<file path="src/rtl/linebuf_pkg.sv">
`default_nettype none
// +----------------------------------------------------------------------+
// | Module   : linebuf_pkg                                               |
// | Purpose  : Shared geometry defaults, sequencer FSM encoding and the  |
// |            counter width helper for the 3-line search sequencer.     |
// | Revision : 1.0  initial release                                      |
// +----------------------------------------------------------------------+
package linebuf_pkg;

  localparam int H_ACTIVE_DEF = 180;
  localparam int V_ACTIVE_DEF = 120;
  localparam int ADR_W_DEF    = 16;

  // One-hot select of the first line inside a bank.
  localparam logic [2:0] WR_SEL_INIT = 3'b001;

  typedef enum logic [1:0] {
    ST_IDLE      = 2'd0,
    ST_WAIT_LINE = 2'd1,
    ST_LINE      = 2'd2,
    ST_DONE      = 2'd3
  } seq_state_t;

  // Smallest width able to hold 0..max_count-1 (at least 1 bit).
  function automatic int cnt_width(input int max_count);
    int w;
    w = 1;
    while ((1 << w) < max_count) w++;
    return w;
  endfunction

  // Column/row counter width; the default line length sets it to 8 bits.
  localparam int CNT_W = cnt_width(H_ACTIVE_DEF);

endpackage
`default_nettype wire

</file>
<file path="src/rtl/linebuf_sequencer_if.sv">
`default_nettype none
// +----------------------------------------------------------------------+
// | Module   : linebuf_sequencer_if                                      |
// | Purpose  : Video timing inputs and decoded line-buffer strobes of    |
// |            the line-buffer sequencer.                                |
// | Revision : 1.0  initial release                                      |
// +----------------------------------------------------------------------+
interface linebuf_sequencer_if #(
  parameter int ADR_W = 16
);
  import linebuf_pkg::*;

  logic             vref;
  logic             oddframe;
  logic             href2;
  logic             href2_wr;
  logic [ADR_W-1:0] adr_counter;
  logic [CNT_W-1:0] col;
  logic [CNT_W-1:0] row;
  logic [2:0]       wr_sel;
  logic             bank_sel;
  logic             win_valid;
  logic             frame_start;
  logic             frame_done;
  logic             err_ovf;
  logic             err_short;

  // Video timing source side.
  modport master (
    output vref, oddframe, href2, href2_wr,
    input  adr_counter, col, row, wr_sel, bank_sel, win_valid,
           frame_start, frame_done, err_ovf, err_short
  );

  // Sequencer side.
  modport slave (
    input  vref, oddframe, href2, href2_wr,
    output adr_counter, col, row, wr_sel, bank_sel, win_valid,
           frame_start, frame_done, err_ovf, err_short
  );

endinterface
`default_nettype wire

</file>
<file path="src/rtl/sync_edge_det.sv">
`default_nettype none
// +----------------------------------------------------------------------+
// | Module   : sync_edge_det                                             |
// | Purpose  : Registers a level once and flags its rise/fall by         |
// |            comparing the current level with the registered one.      |
// | Revision : 1.0  initial release                                      |
// +----------------------------------------------------------------------+
module sync_edge_det (
  input  wire logic clk_llc8,
  input  wire logic resetx,
  input  wire logic d,
  output logic      rise,
  output logic      fall
);

  logic r_d;

  // One-cycle history of the input level.
  always_ff @(posedge clk_llc8 or negedge resetx) begin
    if (!resetx) r_d <= 1'b0;
    else         r_d <= d;
  end

  assign rise = d & ~r_d;
  assign fall = ~d & r_d;

endmodule
`default_nettype wire

</file>
<file path="src/rtl/linebuf_sequencer.sv">
`default_nettype none
// +----------------------------------------------------------------------+
// | Module   : linebuf_sequencer                                         |
// | Purpose  : Pixel/column/row counting, rotating 3-line write select,  |
// |            ping-pong bank select, 3x3 read-window strobe and frame   |
// |            start/done pulses for the red-tracking search datapath.   |
// | Revision : 1.0  initial release                                      |
// +----------------------------------------------------------------------+
module linebuf_sequencer
  import linebuf_pkg::*;
#(
  parameter int H_ACTIVE = H_ACTIVE_DEF,
  parameter int V_ACTIVE = V_ACTIVE_DEF,
  parameter int ADR_W    = ADR_W_DEF
) (
  input wire logic        clk_llc8,
  input wire logic        resetx,
  linebuf_sequencer_if.slave bus
);

  localparam logic [CNT_W-1:0] c_last_col     = CNT_W'(H_ACTIVE - 1);
  localparam logic [CNT_W-1:0] c_win_last_col = CNT_W'(H_ACTIVE - 2);
  localparam logic [CNT_W-1:0] c_last_row     = CNT_W'(V_ACTIVE - 1);

  seq_state_t       r_state;
  logic [ADR_W-1:0] r_adr;
  logic [CNT_W-1:0] r_col;
  logic [CNT_W-1:0] r_row;
  logic [2:0]       r_wr_sel;
  logic             r_bank_sel;
  logic [1:0]       r_full;
  logic             r_line_full;
  logic             r_frame_start;
  logic             r_frame_done;
  logic             r_err_ovf;
  logic             r_err_short;

  logic             w_vref_rise;
  logic             w_vref_fall_unused;
  logic             w_href_rise;
  logic             w_href_fall;
  logic             w_start;
  logic [ADR_W-1:0] w_next_line_adr;

  sync_edge_det u_vref_edge (
    .clk_llc8 (clk_llc8),
    .resetx   (resetx),
    .d        (bus.vref),
    .rise     (w_vref_rise),
    .fall     (w_vref_fall_unused)
  );

  sync_edge_det u_href_edge (
    .clk_llc8 (clk_llc8),
    .resetx   (resetx),
    .d        (bus.href2),
    .rise     (w_href_rise),
    .fall     (w_href_fall)
  );

  // Only odd fields are processed; an even-field vsync merely parks the FSM.
  assign w_start = w_vref_rise & bus.oddframe;

  // First address of the following row; also pads out a short line.
  assign w_next_line_adr = ADR_W'(r_row) * ADR_W'(H_ACTIVE) + ADR_W'(H_ACTIVE);

  // Frame/line sequencing: counters, line rotation, bank swap and error flags.
  always_ff @(posedge clk_llc8 or negedge resetx) begin
    if (!resetx) begin
      r_state       <= ST_IDLE;
      r_adr         <= '0;
      r_col         <= '0;
      r_row         <= '0;
      r_wr_sel      <= WR_SEL_INIT;
      r_bank_sel    <= 1'b0;
      r_full        <= 2'b00;
      r_line_full   <= 1'b0;
      r_frame_start <= 1'b0;
      r_frame_done  <= 1'b0;
      r_err_ovf     <= 1'b0;
      r_err_short   <= 1'b0;
    end else begin
      r_frame_start <= 1'b0;
      r_frame_done  <= 1'b0;
      if (w_start) begin
        // Accepted start wins over everything, including a pixel this cycle.
        r_state       <= ST_WAIT_LINE;
        r_adr         <= '0;
        r_col         <= '0;
        r_row         <= '0;
        r_wr_sel      <= WR_SEL_INIT;
        r_bank_sel    <= 1'b0;
        r_full        <= 2'b00;
        r_line_full   <= 1'b0;
        r_err_ovf     <= 1'b0;
        r_err_short   <= 1'b0;
        r_frame_start <= 1'b1;
      end else if (w_vref_rise) begin
        r_state <= ST_IDLE;
      end else begin
        case (r_state)
          ST_IDLE: begin
          end
          ST_WAIT_LINE: begin
            if (w_href_rise) r_state <= ST_LINE;
          end
          ST_LINE: begin
            if (w_href_fall) begin
              // An empty href2 pulse (nothing written) is not a line.
              if ((r_col != '0) || r_line_full) begin
                if (!r_line_full) r_err_short <= 1'b1;
                r_adr       <= w_next_line_adr;
                r_col       <= '0;
                r_line_full <= 1'b0;
                r_wr_sel    <= {r_wr_sel[1:0], r_wr_sel[2]};
                if (r_wr_sel[2]) begin
                  r_full[r_bank_sel]  <= 1'b1;
                  r_full[~r_bank_sel] <= 1'b0;
                  r_bank_sel          <= ~r_bank_sel;
                end
                if (r_row == c_last_row) begin
                  r_state      <= ST_DONE;
                  r_frame_done <= 1'b1;
                end else begin
                  r_row   <= r_row + 1'b1;
                  r_state <= ST_WAIT_LINE;
                end
              end
            end else if (bus.href2_wr) begin
              if (r_line_full) begin
                r_err_ovf <= 1'b1;
              end else begin
                r_adr <= r_adr + 1'b1;
                if (r_col == c_last_col) begin
                  r_col       <= '0;
                  r_line_full <= 1'b1;
                end else begin
                  r_col <= r_col + 1'b1;
                end
              end
            end
          end
          ST_DONE: begin
          end
          default: r_state <= ST_IDLE;
        endcase
      end
    end
  end

  // Window is evaluable only where col-1..col+1 all lie inside the idle bank's lines.
  assign bus.win_valid = (r_state == ST_LINE) & bus.href2_wr & r_full[~r_bank_sel]
                       & (r_col != '0) & (r_col <= c_win_last_col);

  assign bus.adr_counter = r_adr;
  assign bus.col         = r_col;
  assign bus.row         = r_row;
  assign bus.wr_sel      = r_wr_sel;
  assign bus.bank_sel    = r_bank_sel;
  assign bus.frame_start = r_frame_start;
  assign bus.frame_done  = r_frame_done;
  assign bus.err_ovf     = r_err_ovf;
  assign bus.err_short   = r_err_short;

endmodule
`default_nettype wire

</file>
<file path="src/flat_wrapper.sv">
// flat-port wrapper written by rule: the top's interface ports become plain ports
module linebuf_sequencer_flat import linebuf_pkg::*;
#(
  parameter int H_ACTIVE = H_ACTIVE_DEF,
  parameter int V_ACTIVE = V_ACTIVE_DEF,
  parameter int ADR_W    = ADR_W_DEF
)
  (clk_llc8, resetx, bus_vref, bus_oddframe, bus_href2, bus_href2_wr, bus_adr_counter, bus_col, bus_row, bus_wr_sel, bus_bank_sel, bus_win_valid, bus_frame_start, bus_frame_done, bus_err_ovf, bus_err_short);
  linebuf_sequencer_if #(.ADR_W(ADR_W)) bus_i ();
  input wire logic clk_llc8;
  input wire logic resetx;
  input wire logic [$bits(bus_i.vref)-1:0] bus_vref;
  input wire logic [$bits(bus_i.oddframe)-1:0] bus_oddframe;
  input wire logic [$bits(bus_i.href2)-1:0] bus_href2;
  input wire logic [$bits(bus_i.href2_wr)-1:0] bus_href2_wr;
  output wire logic [$bits(bus_i.adr_counter)-1:0] bus_adr_counter;
  output wire logic [$bits(bus_i.col)-1:0] bus_col;
  output wire logic [$bits(bus_i.row)-1:0] bus_row;
  output wire logic [$bits(bus_i.wr_sel)-1:0] bus_wr_sel;
  output wire logic [$bits(bus_i.bank_sel)-1:0] bus_bank_sel;
  output wire logic [$bits(bus_i.win_valid)-1:0] bus_win_valid;
  output wire logic [$bits(bus_i.frame_start)-1:0] bus_frame_start;
  output wire logic [$bits(bus_i.frame_done)-1:0] bus_frame_done;
  output wire logic [$bits(bus_i.err_ovf)-1:0] bus_err_ovf;
  output wire logic [$bits(bus_i.err_short)-1:0] bus_err_short;
  assign bus_i.vref = bus_vref;
  assign bus_i.oddframe = bus_oddframe;
  assign bus_i.href2 = bus_href2;
  assign bus_i.href2_wr = bus_href2_wr;
  assign bus_adr_counter = bus_i.adr_counter;
  assign bus_col = bus_i.col;
  assign bus_row = bus_i.row;
  assign bus_wr_sel = bus_i.wr_sel;
  assign bus_bank_sel = bus_i.bank_sel;
  assign bus_win_valid = bus_i.win_valid;
  assign bus_frame_start = bus_i.frame_start;
  assign bus_frame_done = bus_i.frame_done;
  assign bus_err_ovf = bus_i.err_ovf;
  assign bus_err_short = bus_i.err_short;
  linebuf_sequencer #(.H_ACTIVE(H_ACTIVE), .V_ACTIVE(V_ACTIVE), .ADR_W(ADR_W)) u_core (.clk_llc8(clk_llc8), .resetx(resetx), .bus(bus_i));
endmodule
</file>
<file path="config.mk">
export PLATFORM = sky130hd
export DESIGN_NAME = linebuf_sequencer_flat
export DESIGN_NICKNAME = d
export VERILOG_FILES = /design/src/rtl/linebuf_pkg.sv /design/src/rtl/linebuf_sequencer_if.sv /design/src/rtl/sync_edge_det.sv /design/src/rtl/linebuf_sequencer.sv /design/src/flat_wrapper.sv
export SDC_FILE = /design/constraint.sdc
export NUM_CORES = 1
export LEC_CHECK = 0
export CORE_MARGIN = 3
export CORE_UTILIZATION = 37
export DETAILED_ROUTE_END_ITERATION = 12
export PLACE_DENSITY = 0.6
export RECOVER_POWER = 25
export SETUP_SLACK_MARGIN = 0.1
export SYNTH_ARGS = -nofsm -noshare
export SYNTH_HDL_FRONTEND = slang
export SYNTH_SLANG_ARGS = --single-unit
</file>
<file path="constraint.sdc">
create_clock -name clk_llc8 -period 3.7 [get_ports clk_llc8]
set_input_delay 0.37 -clock clk_llc8 [delete_from_list [all_inputs] [get_ports clk_llc8]]
set_output_delay 0.37 -clock clk_llc8 [all_outputs]
set_load 0.03 [all_outputs]
</file>
Word-level counts from Yosys, hierarchy flattened
Index checks and enable logic that the tools add are counted.

storage, ports and cells
  register bits = 47
  bits in latches = 0
  RAM bits = 0
  ROM bits = 0
  output and inout port bits = 41
  logic and storage cells = 150
  memories = 0

cells by class
  $add $sub $neg = 4
  $mul = 1
  divide/modulo/power cells = 0
  magnitude comparators = 5
  equal/unequal tests = 13
  shift-type cells = 0
  mux-type cells = 78
  bitwise operators = 15
  reduce and logical (&&, ||, !) cells = 20

operators by type and width
  kind                                                        count
  2-to-1 mux 16 bit                                           7
  2-to-1 mux 8 bit                                            14
  2-to-1 mux 1 bit                                            37
  AND reduction 5 bit                                         5
  2-to-1 mux 2 bit                                            12
  adder 16 x 1 -> 16 bit, second input constant               1
  adder 16 x 8 -> 16 bit, second input constant               1
  adder 8 x 1 -> 8 bit, second input constant                 2
  2-to-1 mux 3 bit                                            5
  multiplier 8 x 6 -> 14 bit, second input constant           1
  AND reduction 4 bit                                         3
  nonzero test 2 bit                                          6
  bitwise AND 1 bit                                           8
  equality test 8 x 7 -> 1 bit, second input constant         1
  equality test 8 bit, second input constant                  1
  less-or-equal comparator 8 bit, second input constant       1
  != test 4 x 2 -> 1 bit, second input constant               2
  nonzero test 8 bit                                          1
  less-than comparator 1 x 2 -> 1 bit, second input constant  2
  != test 2 x 1 -> 1 bit, second input constant               2
  != test 2 bit, second input constant                        2
  != test 4 x 1 -> 1 bit, second input constant               1
  inverter 1 bit                                              4
  one-hot mux 2 bit (2 select lines)                          1
  13 further kinds                                            16

Depth between registers and ports, before layout
Gate-level depths: netlist of run 1.

  word-level depth = 13
  gate-level depth with buffers = 15
  mapped depth without buffers = 14

By module
A second synthesis of run 1 with hierarchy kept.

second synthesis, totals
  cells, all modules = 431
  area total of the unflattened synthesis = 3757.4 um^2

modules (own cells, without submodules)
  module             times used  cells an instance  area each (um^2)  sequential area each (um^2)
  linebuf_sequencer  1           425                3677.3            1127.3
  sync_edge_det      2           3                  40.0              25.0

Worst setup path before layout of run 1
OpenSTA, ideal clock, no wires.

  kind = register to register
  start point = reg u_core.r_row[0] (netlist: u_core.bus.row[0])
  end point = reg u_core.r_adr[12] (netlist: u_core.bus.adr_counter[12])
  arrival = 3.655 ns
  setup slack = -0.099 ns
  cell stages (with the launch flop) = 14
  cell sequence = dfrtp_1 > ha_1 > ha_1 > inv_1 > fa_1 > inv_1 > fa_1 > a21o_1 > a211oi_1 > and4bb_4 > o2111a_1 > nand3_1 > xnor2_1 > o221ai_1

on the way
  cells in the longest elaborated chain, start to end = 7

RTL lines
  what                        line                      RTL
  start: declaration          linebuf_sequencer.sv:28   logic [CNT_W-1:0] r_row;
  start signal: assignment    linebuf_sequencer.sv:125  r_row <= r_row + 1'b1;
  multiplier 8 x 6 -> 14 bit  linebuf_sequencer.sv:65   assign w_next_line_adr = ADR_W'(r_row) * ADR_W'(H_ACTIVE) + ADR_W'(H_ACTIVE);
  adder 16 x 8 -> 16 bit      linebuf_sequencer.sv:65
  2-to-1 mux 16 bit           linebuf_sequencer.sv:110  if ((r_col != '0) || r_line_full) begin
  2-to-1 mux 16 bit           linebuf_sequencer.sv:108  if (w_href_fall) begin
  2-to-1 mux 16 bit           linebuf_sequencer.sv:101  case (r_state)
  2-to-1 mux 16 bit           linebuf_sequencer.sv:98   end else if (w_vref_rise) begin
  2-to-1 mux 16 bit           linebuf_sequencer.sv:85   if (w_start) begin
  end signal: assignment      linebuf_sequencer.sv:112  r_adr <= w_next_line_adr;
  end signal: assignment      linebuf_sequencer.sv:133  r_adr <= r_adr + 1'b1;
  end: declaration            linebuf_sequencer.sv:26   logic [ADR_W-1:0] r_adr;

Every way passes these cells. The select of a mux whose other input is x is not followed.
A chain may end at the register's enable or synchronous reset.

Final worst setup path of run 1
  start point = reg u_core.r_row[5] (netlist: u_core.bus.row[5])
  end point = reg u_core.r_adr[15] (netlist: u_core.bus.adr_counter[15])

Same word-level chain as after synthesis.

==> results.md, run 1 <==
- CP max-delay cell: fa_1
- Syn_area_per_cell: 8.77 um^2
- Routed Antenna Nets: 0
- Gpl congestion: 0.820
- Via count of the routed design: 3398
- Power Internal: 1200 uW
- Max Transition Viols Final: 48
- Final hold vios: 0
- Number of synthesized flops with an enable pin: 0
- Worst EP arrival: 3.78 ns
- Final core utilization: 49.5%
- Core area: 9910 um^2
- Final setup fails: 0
- Yosys warning count: 0
- Drt total wl: 9890 um
- Worst-skew pair later-pin latency: 0.31 ns
- Run status: finished with violations
- Yosys top cell area share: 30.1%
- Worst r2r src: u_core.bus.row[5]
- Worst r2r dst: u_core.bus.adr_counter[15]
- Hold Crit Class: reg -> reg
- Peak Freq: 282 MHz
- Clk_skew: 0.00824 ns
- Cell taking the most area after synthesis: dfrtp_1
- Crit-path max cell delay: 0.51 ns
- Routed wire per std cell: 15.6 um
- Reg area: 1180 um^2
- HPWL Detailed: 7330 um
- RSZ-0062 raised after global routing: true
- Failing checks: max-capacitance violations, max-slew violations
- CTS sink count: 47
- Crit-path cells: ha_4 -> fa_1 -> inv_2 -> fa_1 -> inv_2 -> ha_4 -> a21o_4 -> a221oi_2 -> xnor2_1 -> a22o_4 -> and4bb_1 -> xnor2_2 -> a21oi_2
- Type of origin of the critical path: flip-flop
- Flop pwr share: 35.9%
- Crit path to: u_core.bus.adr_counter[15]
- Filler Cell Count: 943
- Reg2reg path depth: 13
- CP Capture Type: flip-flop
- Worst-path fanout max: 6
- Setup Crit Path Kind: reg -> reg
- Synth area leaders: dfrtp_1 (30%), ha_1 (11%), xnor2_1 (4.6%)
- Sw Pwr: 833 uW
- Syn Inst Count: 436
- VDD IR-drop max: 0.211 mV
- Largest net degree at the start of global routing: 48
- Yosys cell types: 64
- Clock network power share: 19.7%
- Final min period: 3.54 ns
- Ports: 47
- Seq/Total Area, Yosys: 30.8%
- Post-synth ARST share: 100%
- CTS Buf Count: 5
- Initial drt markers: 156
- Grt ovf: 0
- H-Tree Depth: 2
- Initial Util: 38.6%
- Hold buffers post-CTS: 0
- Die ar.: 11600 um^2
- Crit path from: u_core.bus.row[5]
- Max_cap viols: 1
- I/O Buffers: 46
- CTS tree: built
- Multi-input logic area: 2680 um^2
- Layout cells sized above 1: 17.8%
- Net Count, Synth: 483
- FF-to-FF setup slack: 0.16 ns
- Final period utilization: 95.7%
- FF+latch count, synth: 47
- First-pass iteration count of the detailed router: 4
- Ys flop type: dfrtp_1
- Deepest clock path buffer count: 2
- Slew at the pin closest to its max-slew limit: 2.64 ns
- Switching share of power: 40.9%
- Vias in the first global route: 3294
- Nets: 546
- Pwr Density: 415 nW/um^2
- Leakage dissipation: 0.00212 uW
- Worst EP required: 3.94 ns
- Slew margin rel.: -76.2%
- Global-route wire length before repair: 16400 um
- Routed vias/inst: 5.37
- Initial antenna violation count: 0
- Final Non-Filler Cells: 633
- Post-route setup TNS: 0 ns
- Clock transition at the registers of the reported paths: 0.09 ns
- Gr usage total: 17.5%
- Drt drc: 0
- Clk root buf: clkbuf_8
- Syn Std Cell Area: 3820 um^2
- Die span in x: 108 um
- DP Cell Count: 614
- Synth-to-Final Area Change: 28.4%
- Combinational share of power: 44.3%
- Antenna diodes: 0
- Die Y: 108 um
- Num rows: 36
## timing repair
item                                    in CTS  in global routing
endpoints found under the setup margin       4                  5
pin swaps                                    6                 27
buffers inserted                             5                  6
endpoints found under the hold margin        0                  0
resized for setup                           11                 19
## routing by layer
layer	global-route usage [%]	vias to the layer above	routed length, um	share of wire (%)
met5	0	-	0	0
met4	4.51	0	118	1.2
met3	1.92	10	361	3.6
met2	29.4	61	4830	49
met1	24.0	1652	4590	46
li1	-	1675	-	-
## power by group through the flow
stage	clock [uW]	combinational [uW]	sequential, uW
2_1_floorplan	0	408	885
3_3_place_gp	0	884	737
3_5_place_dp	0	889	741
4_1_cts	412	901	733
5_1_grt	429	983	752
6_report	402	903	732
## metrics by stage
step / area [um^2] / power (uW) / hold WS (ns) / setup slack [ns]
after global routing: 4910 / 2160 / 0.504 / 0.0382
after CTS: 4780 / 2050 / 0.306 / 0.118
final: 4910 / 2040 / 0.480 / 0.158
after global placement: 4540 / 1620 / 0.462 / 0.0510
after detailed placement: 4540 / 1630 / 0.472 / -0.0158
after floorplan: 3870 / 1290 / 0.0744 / 0.0830
## cell families after synthesis
logic type	share of synthesized area, %
XOR/XNOR	8.25
flip-flops	30.8
buffers and inverters	4.61
multiplexers	1.51
adder cells (fa/ha/maj)	14.8
AO/OA/AOI/OAI	18.3
AND/OR/NAND/NOR	21.8
## flip-flops by register name, summed over array words and instances, names as in the netlist, 2 cells and up
| signal | count |
|---|---|
| u_core.r_state | 2 |
| u_core.bus.col | 8 |
| u_core.bus.adr_counter | 16 |
| u_core.r_full | 2 |
| u_core.bus.row | 8 |
| u_core.bus.wr_sel | 3 |
## final cells by class
cell class	count	area share (%)
multi-input combinational	344	54.5
sequential	47	24.1
timing repair buffer	73	13.5
tap	133	3.39
inverter	28	2.14
clock buffer	6	1.68
clock inverter	2	0.714
## worst min-delay path by stage
| stage | to | cells past startpoint | from |
|---|---|---|---|
| floorplan | u_core.bus.adr_counter[0] | 0 | resetx |
| global placement | u_core.bus.wr_sel[0] | 2 | u_core.bus.wr_sel[0] |
| detailed placement | u_core.bus.wr_sel[0] | 2 | u_core.bus.wr_sel[0] |
| CTS | u_core.bus.col[7] | 1 | resetx |
| global route | u_core.bus.wr_sel[0] | 2 | u_core.bus.wr_sel[0] |
| finish | u_core.bus.wr_sel[0] | 2 | u_core.bus.wr_sel[0] |
## cells in the final DEF, fill, tap and decap left out, types with 3 or more instances in the layout
cell type | synthesis | layout
clkdlybuf4s50_1 | 0 | 43
dfrtp_1 | 46 | 40
nand2_1 | 36 | 36
nor2_1 | 34 | 34
nand3_1 | 28 | 28
a21oi_1 | 28 | 27
o21ai_0 | 28 | 26
buf_4 | 1 | 26
inv_1 | 28 | 25
ha_1 | 34 | 23
xnor2_1 | 20 | 18
xor2_1 | 16 | 16
nand4_1 | 12 | 12
nor3_1 | 9 | 9
ha_4 | 0 | 9
and2_1 | 6 | 6
fa_1 | 7 | 6
clkbuf_8 | 0 | 6
dfrtp_2 | 0 | 6
nand2b_1 | 5 | 5
nor2b_1 | 5 | 4
a21o_1 | 5 | 4
and3_1 | 4 | 4
a211oi_2 | 3 | 4
o21ai_1 | 2 | 4
o22ai_1 | 5 | 4
inv_2 | 0 | 3
nand4b_1 | 3 | 3
nor4_1 | 3 | 3
a211oi_1 | 5 | 3
o221ai_1 | 3 | 3
## worst max-delay path, delay by kind of cell (launching register included)
| family | cells | cell delay (ns) |
|---|---|---|
| DFF | 1 | 0.47 |
| AOI/OAI and AO/OA | 4 | 0.92 |
| and+or+nand+nor | 1 | 0.22 |
| xor gates and xnor gates | 2 | 0.27 |
| adders and majority gates | 4 | 1.52 |
| buffers and inverters | 2 | 0.08 |
## synthesized netlist by cell type (3+ instances only)
cell and instances:
dfrtp_1 46, nand2_1 36, ha_1 34, nor2_1 34
a21oi_1 28, inv_1 28, nand3_1 28, o21ai_0 28
xnor2_1 20, xor2_1 16, clkbuf_1 12, nand4_1 12
nor3_1 9, fa_1 7, and2_1 6, a211oi_1 5
a21o_1 5, nand2b_1 5, nor2b_1 5, o22ai_1 5
and3_1 4, a211oi_2 3, buf_2 3, nand4b_1 3
nor4_1 3, o221ai_1 3
No activity file was read; power rests on OpenSTA's default activity.
==> run 2, diff against run 1 <==
--- a/config.mk
+++ b/config.mk
@@ -7,8 +7,9 @@
 export LEC_CHECK = 0
 export CORE_MARGIN = 3
 export CORE_UTILIZATION = 37
+export CTS_CLUSTER_DIAMETER = 120
 export DETAILED_ROUTE_END_ITERATION = 12
-export PLACE_DENSITY = 0.6
+export PLACE_DENSITY = 0.58
 export RECOVER_POWER = 25
 export SETUP_SLACK_MARGIN = 0.1
 export SYNTH_ARGS = -nofsm -noshare
==> constraint.sdc (replaced) <==
create_clock -name clk_llc8 -period 3.8 [get_ports clk_llc8]
set_input_delay 0.38 -clock clk_llc8 [delete_from_list [all_inputs] [get_ports clk_llc8]]
set_output_delay 0.38 -clock clk_llc8 [all_outputs]
set_load 0.03 [all_outputs]
==> run 2 against run 1 <==
Net effect: the run now ends clean; total power is 0.48% lower; sequential power decreased by 2.9%; first-iteration DRC count down 21%; sequential share of layout area is 0.34 points lower; sequential cell count unchanged; cell count rose by 0.47%; critical path depth is 1 higher; highest routed layer unchanged; hold slack worse by 0.17 ns; clock skew down 0.00092 ns; global-route usage is 0.31 points higher; largest cell class unchanged; via count grew 2.0%.
==> results.md, run 2 (synthesis results as in run 1) <==
- Worst hold slack: 0.311 ns
- Initial antenna violation count: 0
- Worst-path fanout max: 7
- Most common cell after layout, fill and taps aside: clkdlybuf4s50_1
- CP Capture Type: flip-flop
- Slew at the pin closest to its max-slew limit: 1.34 ns
- I/O Buffers: 46
- Worst EP arrival: 3.76 ns
- Crit-path cells: buf_4 -> ha_4 -> ha_4 -> inv_1 -> fa_1 -> inv_2 -> ha_1 -> a21oi_2 -> o22ai_4 -> or2_2 -> a22o_1 -> and4bb_1 -> xnor2_2 -> a21oi_2
- M1 GR Usage: 25.9%
- CP max-delay cell: fa_1
- Hold Crit Class: in -> async
- Largest net degree at the start of global routing: 25
- GR Layer Usage met3: 2.64%
- Die Y: 108 um
- Final core utilization: 50.2%
- Ports: 47
- CTS tree: built
- Slew margin rel.: 10.7%
- Layout cells sized above 1: 19.5%
- Worst EP required: 4.00 ns
- Global-route wire length before repair: 16800 um
- Pwr Density: 408 nW/um^2
- HPWL Detailed: 7710 um
- Core area: 9910 um^2
- Via count of the routed design: 3466
- RSZ-0062 raised after global routing: true
- H-Tree Depth: 2
- Buffers and inverters on the worst path: 3
- Final period utilization: 93.7%
- GR Util met2: 27.6%
- Crit-path max cell delay: 0.49 ns
- Hold buffers post-CTS: 0
- Final hold vios: 0
- Routed vias/inst: 5.45
- Final min period: 3.56 ns
- Clock transition at the registers of the reported paths: 0.10 ns
- Antenna diodes: 0
- Synth-to-Final Area Change: 30.1%
- Dpl cell area: 4530 um^2
- Cell area after layout: 4970 um^2
- Run status: complete, no violations
- VDD IR-drop max: 0.219 mV
- Grt peak-use layer: met2
- Worst-skew pair later-pin latency: 0.31 ns
- First-pass iteration count of the detailed router: 4
- Max reg flops: 16
- Die span in x: 108 um
- Setup Crit Path Kind: reg -> reg
- Design Power: 2030 uW
- Die ar.: 11600 um^2
- Grt ovf: 0
- Gpl congestion: 0.828
- Leakage dissipation: 0.00215 uW
- Max_cap viols: 0
- Top delay family on crit path: adder cells
- Final setup fails: 0
- Drt drc: 0
- CTS Buf Count: 5
- Type of origin of the critical path: flip-flop
- Drt total wl: 10200 um
- Clk root buf: clkbuf_8
- Vias in the first global route: 3315
- Gr usage total: 17.8%
- Initial drt markers: 124
- Deepest clock path buffer count: 2
- Routed Antenna Nets: 0
- Nets: 549
- Clk_skew: 0.00732 ns
- Num rows: 36
- Peak Freq: 281 MHz
- CTS sink count: 47
- Initial Util: 38.6%
- Max Transition Viols Final: 0
- Post-route setup TNS: 0 ns
- Routed wire per std cell: 16.0 um
- Commonest cells after routing, fill and taps aside: clkdlybuf4s50_1 (43), dfrtp_1 (41), nand2_1 (36), nor2_1 (34), buf_4 (28)
## run 2: through the flow
step           setup slack [ns]  std cells
2_1_floorplan             0.130        436
3_3_place_gp              0.130        618
3_5_place_dp             0.0327        618
4_1_cts                   0.111        627
5_1_grt                   0.108        636
6_report                  0.241        636
## run 2: worst register-to-register path, stage by stage (launching register included)
cell and delay (ns):
dfrtp_2 0.45, buf_4 0.15, ha_4 0.23, ha_4 0.26
inv_1 0.05, fa_1 0.49, inv_2 0.05, ha_1 0.34
a21oi_2 0.24, o22ai_4 0.14, or2_2 0.33, a22o_1 0.25
and4bb_1 0.23, xnor2_2 0.17, a21oi_2 0.07
## run 2: power by group
part / internal (uW) / leakage [uW] / switching [uW]
Clock: 200 / 0.0000587 / 199
Combinational: 386 / 0.00147 / 532
Sequential: 595 / 0.000624 / 116
## run 2: final timing paths
kind | cells past startpoint | slack, ns | to | start
setup reg to reg | 14 | 0.24 | u_core.bus.adr_counter[15] | u_core.bus.row[2]
hold reg to reg | 2 | 0.48 | u_core.bus.wr_sel[0] | u_core.bus.wr_sel[0]
setup / recovery | 14 | 0.24 | u_core.bus.adr_counter[15] | u_core.bus.row[2]
min in group clk_llc8 | 2 | 0.48 | u_core.bus.wr_sel[0] | u_core.bus.wr_sel[0]
hold / removal | 1 | 0.31 | u_core.bus.bank_sel | resetx
max in group asynchronous | 2 | 1.57 | u_core.bus.row[1] | resetx
## run 2: final cells by class
class / count / area [um^2]
well taps: 133 / 166
fillers: 932 / 4930
flip-flops and latches: 47 / 1180
clock inverters: 3 / 47.5
repair buffers: 76 / 679
inverters: 28 / 105
multi-input cells: 344 / 2720
clock buffers: 5 / 68.8
## run 2: repair_timing
| item | 4_1_cts | 5_1_grt |
|---|---|---|
| setup buffers | 1 | 9 |
| pin swaps | 3 | 24 |
| endpoints found under the setup margin | 3 | 6 |
| resized for setup | 11 | 31 |
## run 2: routing by layer
metal / routed length (um) / vias to the layer above / share of wire, %
li1: - / 1685 / -
met1: 5050 / 1687 / 50
met4: 144 / 0 / 1.4
met5: 0 / - / 0
met3: 386 / 13 / 3.8
met2: 4600 / 81 / 45
==> run 3, diff against run 2 <==
--- a/config.mk
+++ b/config.mk
@@ -11,7 +11,6 @@
 export DETAILED_ROUTE_END_ITERATION = 12
 export PLACE_DENSITY = 0.58
 export RECOVER_POWER = 25
-export SETUP_SLACK_MARGIN = 0.1
 export SYNTH_ARGS = -nofsm -noshare
 export SYNTH_HDL_FRONTEND = slang
 export SYNTH_SLANG_ARGS = --single-unit
==> run 3 against run 2 <==
Net effect: the flow now finishes with violations (max-capacitance violations, max-slew violations); worst setup slack worse by 0.095 ns; fmax is 2.6% lower; largest power group unchanged; first-iteration DRC count rose by 45%; combinational power fell by 3.5%; critical path type unchanged; utilization down 1.9 points; via count is 0.49% lower; non-clock buffer count fell by 6; sequential share of layout area is 0.83 points higher; wire length fell by 2.5%; global-route usage fell by 0.35 points.
==> results.md, run 3 (synthesis results as in run 1) <==
- Leakage dissipation: 0.00212 uW
- Die Y: 108 um
- Max_cap viols: 1
- Run status: finished with violations
- HPWL Detailed: 7560 um
- Failing checks: max-capacitance violations, max-slew violations
- Worst r2r src: u_core.bus.row[2]
- Worst EP required: 4.00 ns
- Synth-to-Final Area Change: 25.3%
- CTS Buf Count: 5
- Combinational share of power: 44.1%
- Antenna diodes: 0
- VDD IR-drop max: 0.192 mV
- FF-to-FF setup slack: 0.15 ns
- Final hold vios: 0
- Max Transition Viols Final: 31
- Slew margin rel.: -8.32%
- Final setup fails: 0
- Most common cell after layout, fill and taps aside: dfrtp_1
- Type of origin of the critical path: flip-flop
- Worst-skew pair later-pin latency: 0.31 ns
- I/O Buffers: 46
- Die span in x: 108 um
- Grt ovf: 0
- Nets: 543
- H-Tree Depth: 2
- Power Internal: 1180 uW
- Largest net degree at the start of global routing: 31
- Flop pwr share: 35.5%
- Final worst setup slack: 0.147 ns
- RSZ-0062 raised after global routing: true
- Clock transition at the registers of the reported paths: 0.10 ns
- Max reg flops: 16
- Peak Freq: 274 MHz
- Worst-path fanout max: 7
- Design Power: 2010 uW
- Slew at the pin closest to its max-slew limit: 1.62 ns
- Final core utilization: 48.3%
- Final min period: 3.65 ns
- Crit path from: u_core.bus.row[2]
- Commonest cells after routing, fill and taps aside: dfrtp_1 (44), clkdlybuf4s50_1 (43), nand2_1 (36), nor2_1 (34)
- Routed wire per std cell: 15.8 um
- Vias in the first global route: 3304
- CP Capture Type: flip-flop
- Die ar.: 11600 um^2
- CTS sink count: 47
- First-pass iteration count of the detailed router: 4
- CTS tree: built
- Initial Util: 38.6%
- Global-route wire length before repair: 16500 um
- Num rows: 36
- Deepest clock path buffer count: 2
- Gpl congestion: 0.853
- Hold Crit Class: in -> async
- Worst EP arrival: 3.86 ns
- Clk root buf: clkbuf_8
- Final period utilization: 96.1%
- Layout cells sized above 1: 14.5%
- Sw Pwr: 834 uW
- Via count of the routed design: 3449
- Post-route setup TNS: 0 ns
- Initial drt markers: 180
- Routed vias/inst: 5.47
- Gr usage total: 17.5%
- Clock network power share: 20.4%
- Routed Antenna Nets: 0
- Worst slack at placement: -0.0377 ns
- Worst hold slack: 0.466 ns
- Drt total wl: 9930 um
- Ports: 47
- Clk_skew: 0.00626 ns
- Drt drc: 0
- Initial antenna violation count: 0
- Pwr Density: 419 nW/um^2
- Switching share of power: 41.5%
- Setup Crit Path Kind: reg -> reg
- Core area: 9910 um^2
-- run 3: cell count changes in the layout (fill, tap and decap cells not counted), sizes merged --
cell	before	now
buf	29	23
clkbuf	7	8
clkinv	1	0
-- run 3: per-layer routing --
metal / GRT usage [%] / wire length, um / part of all wire, %
met1: 25.8 / 4860 / 49
met2: 26.5 / 4430 / 45
met3: 3.54 / 568 / 5.7
met4: 3.52 / 77 / 0.78
met5: 0 / 0 / 0
-- run 3: final timing paths --
check / end / cells after the start
min in group clk_llc8: u_core.bus.wr_sel[0] / 2
worst max register to register: u_core.bus.adr_counter[15] / 15
worst max-delay path: u_core.bus.adr_counter[15] / 15
worst min-delay path: u_core.bus.adr_counter[8] / 1
worst min register to register: u_core.bus.wr_sel[0] / 2
max in group asynchronous: u_core.bus.row[3] / 2
-- run 3: final cells by class --
type,count,area (um^2)
Clock buffer,6,82.6
Clock inverter,2,38.8
Fill cell,963,5120
Inverter,28,105
Multi-Input combinational cell,344,2590
Sequential cell,47,1180
Tap cell,133,166
Timing Repair Buffer,70,631
-- run 3: timing repair --
action	4_1_cts	5_1_grt
hold buffers	0	0
gates resized for setup	6	16
setup endpoints to repair	1	5
endpoints found under the hold margin	0	0
buffers inserted	0	2
pin swaps	0	3
-- run 3: worst max-delay path, cell delays in order, from the launching register on --
cell      delay, ns
dfrtp_2        0.46
buf_4          0.18
ha_1           0.22
xor2_1         0.16
ha_1           0.27
inv_1          0.05
fa_1           0.50
inv_1          0.07
ha_4           0.31
a21o_1         0.19
a211oi_2       0.09
o21bai_1       0.19
or3_4          0.36
and4bb_1       0.29
xnor2_1        0.14
a21oi_2        0.07
-- run 3: power by group through the flow --
stage	Combinational [uW]	Sequential, uW	Clock [uW]
2_1_floorplan	395	860	0
3_3_place_gp	859	718	0
3_5_place_dp	866	720	0
4_1_cts	878	710	415
5_1_grt	968	732	435
6_report	886	714	409
-- run 3: through the flow --
step	instances	area, um^2
6_report	630	4790
3_5_place_dp	620	4540
2_1_floorplan	436	3820
5_1_grt	630	4790
4_1_cts	628	4690
3_3_place_gp	620	4540
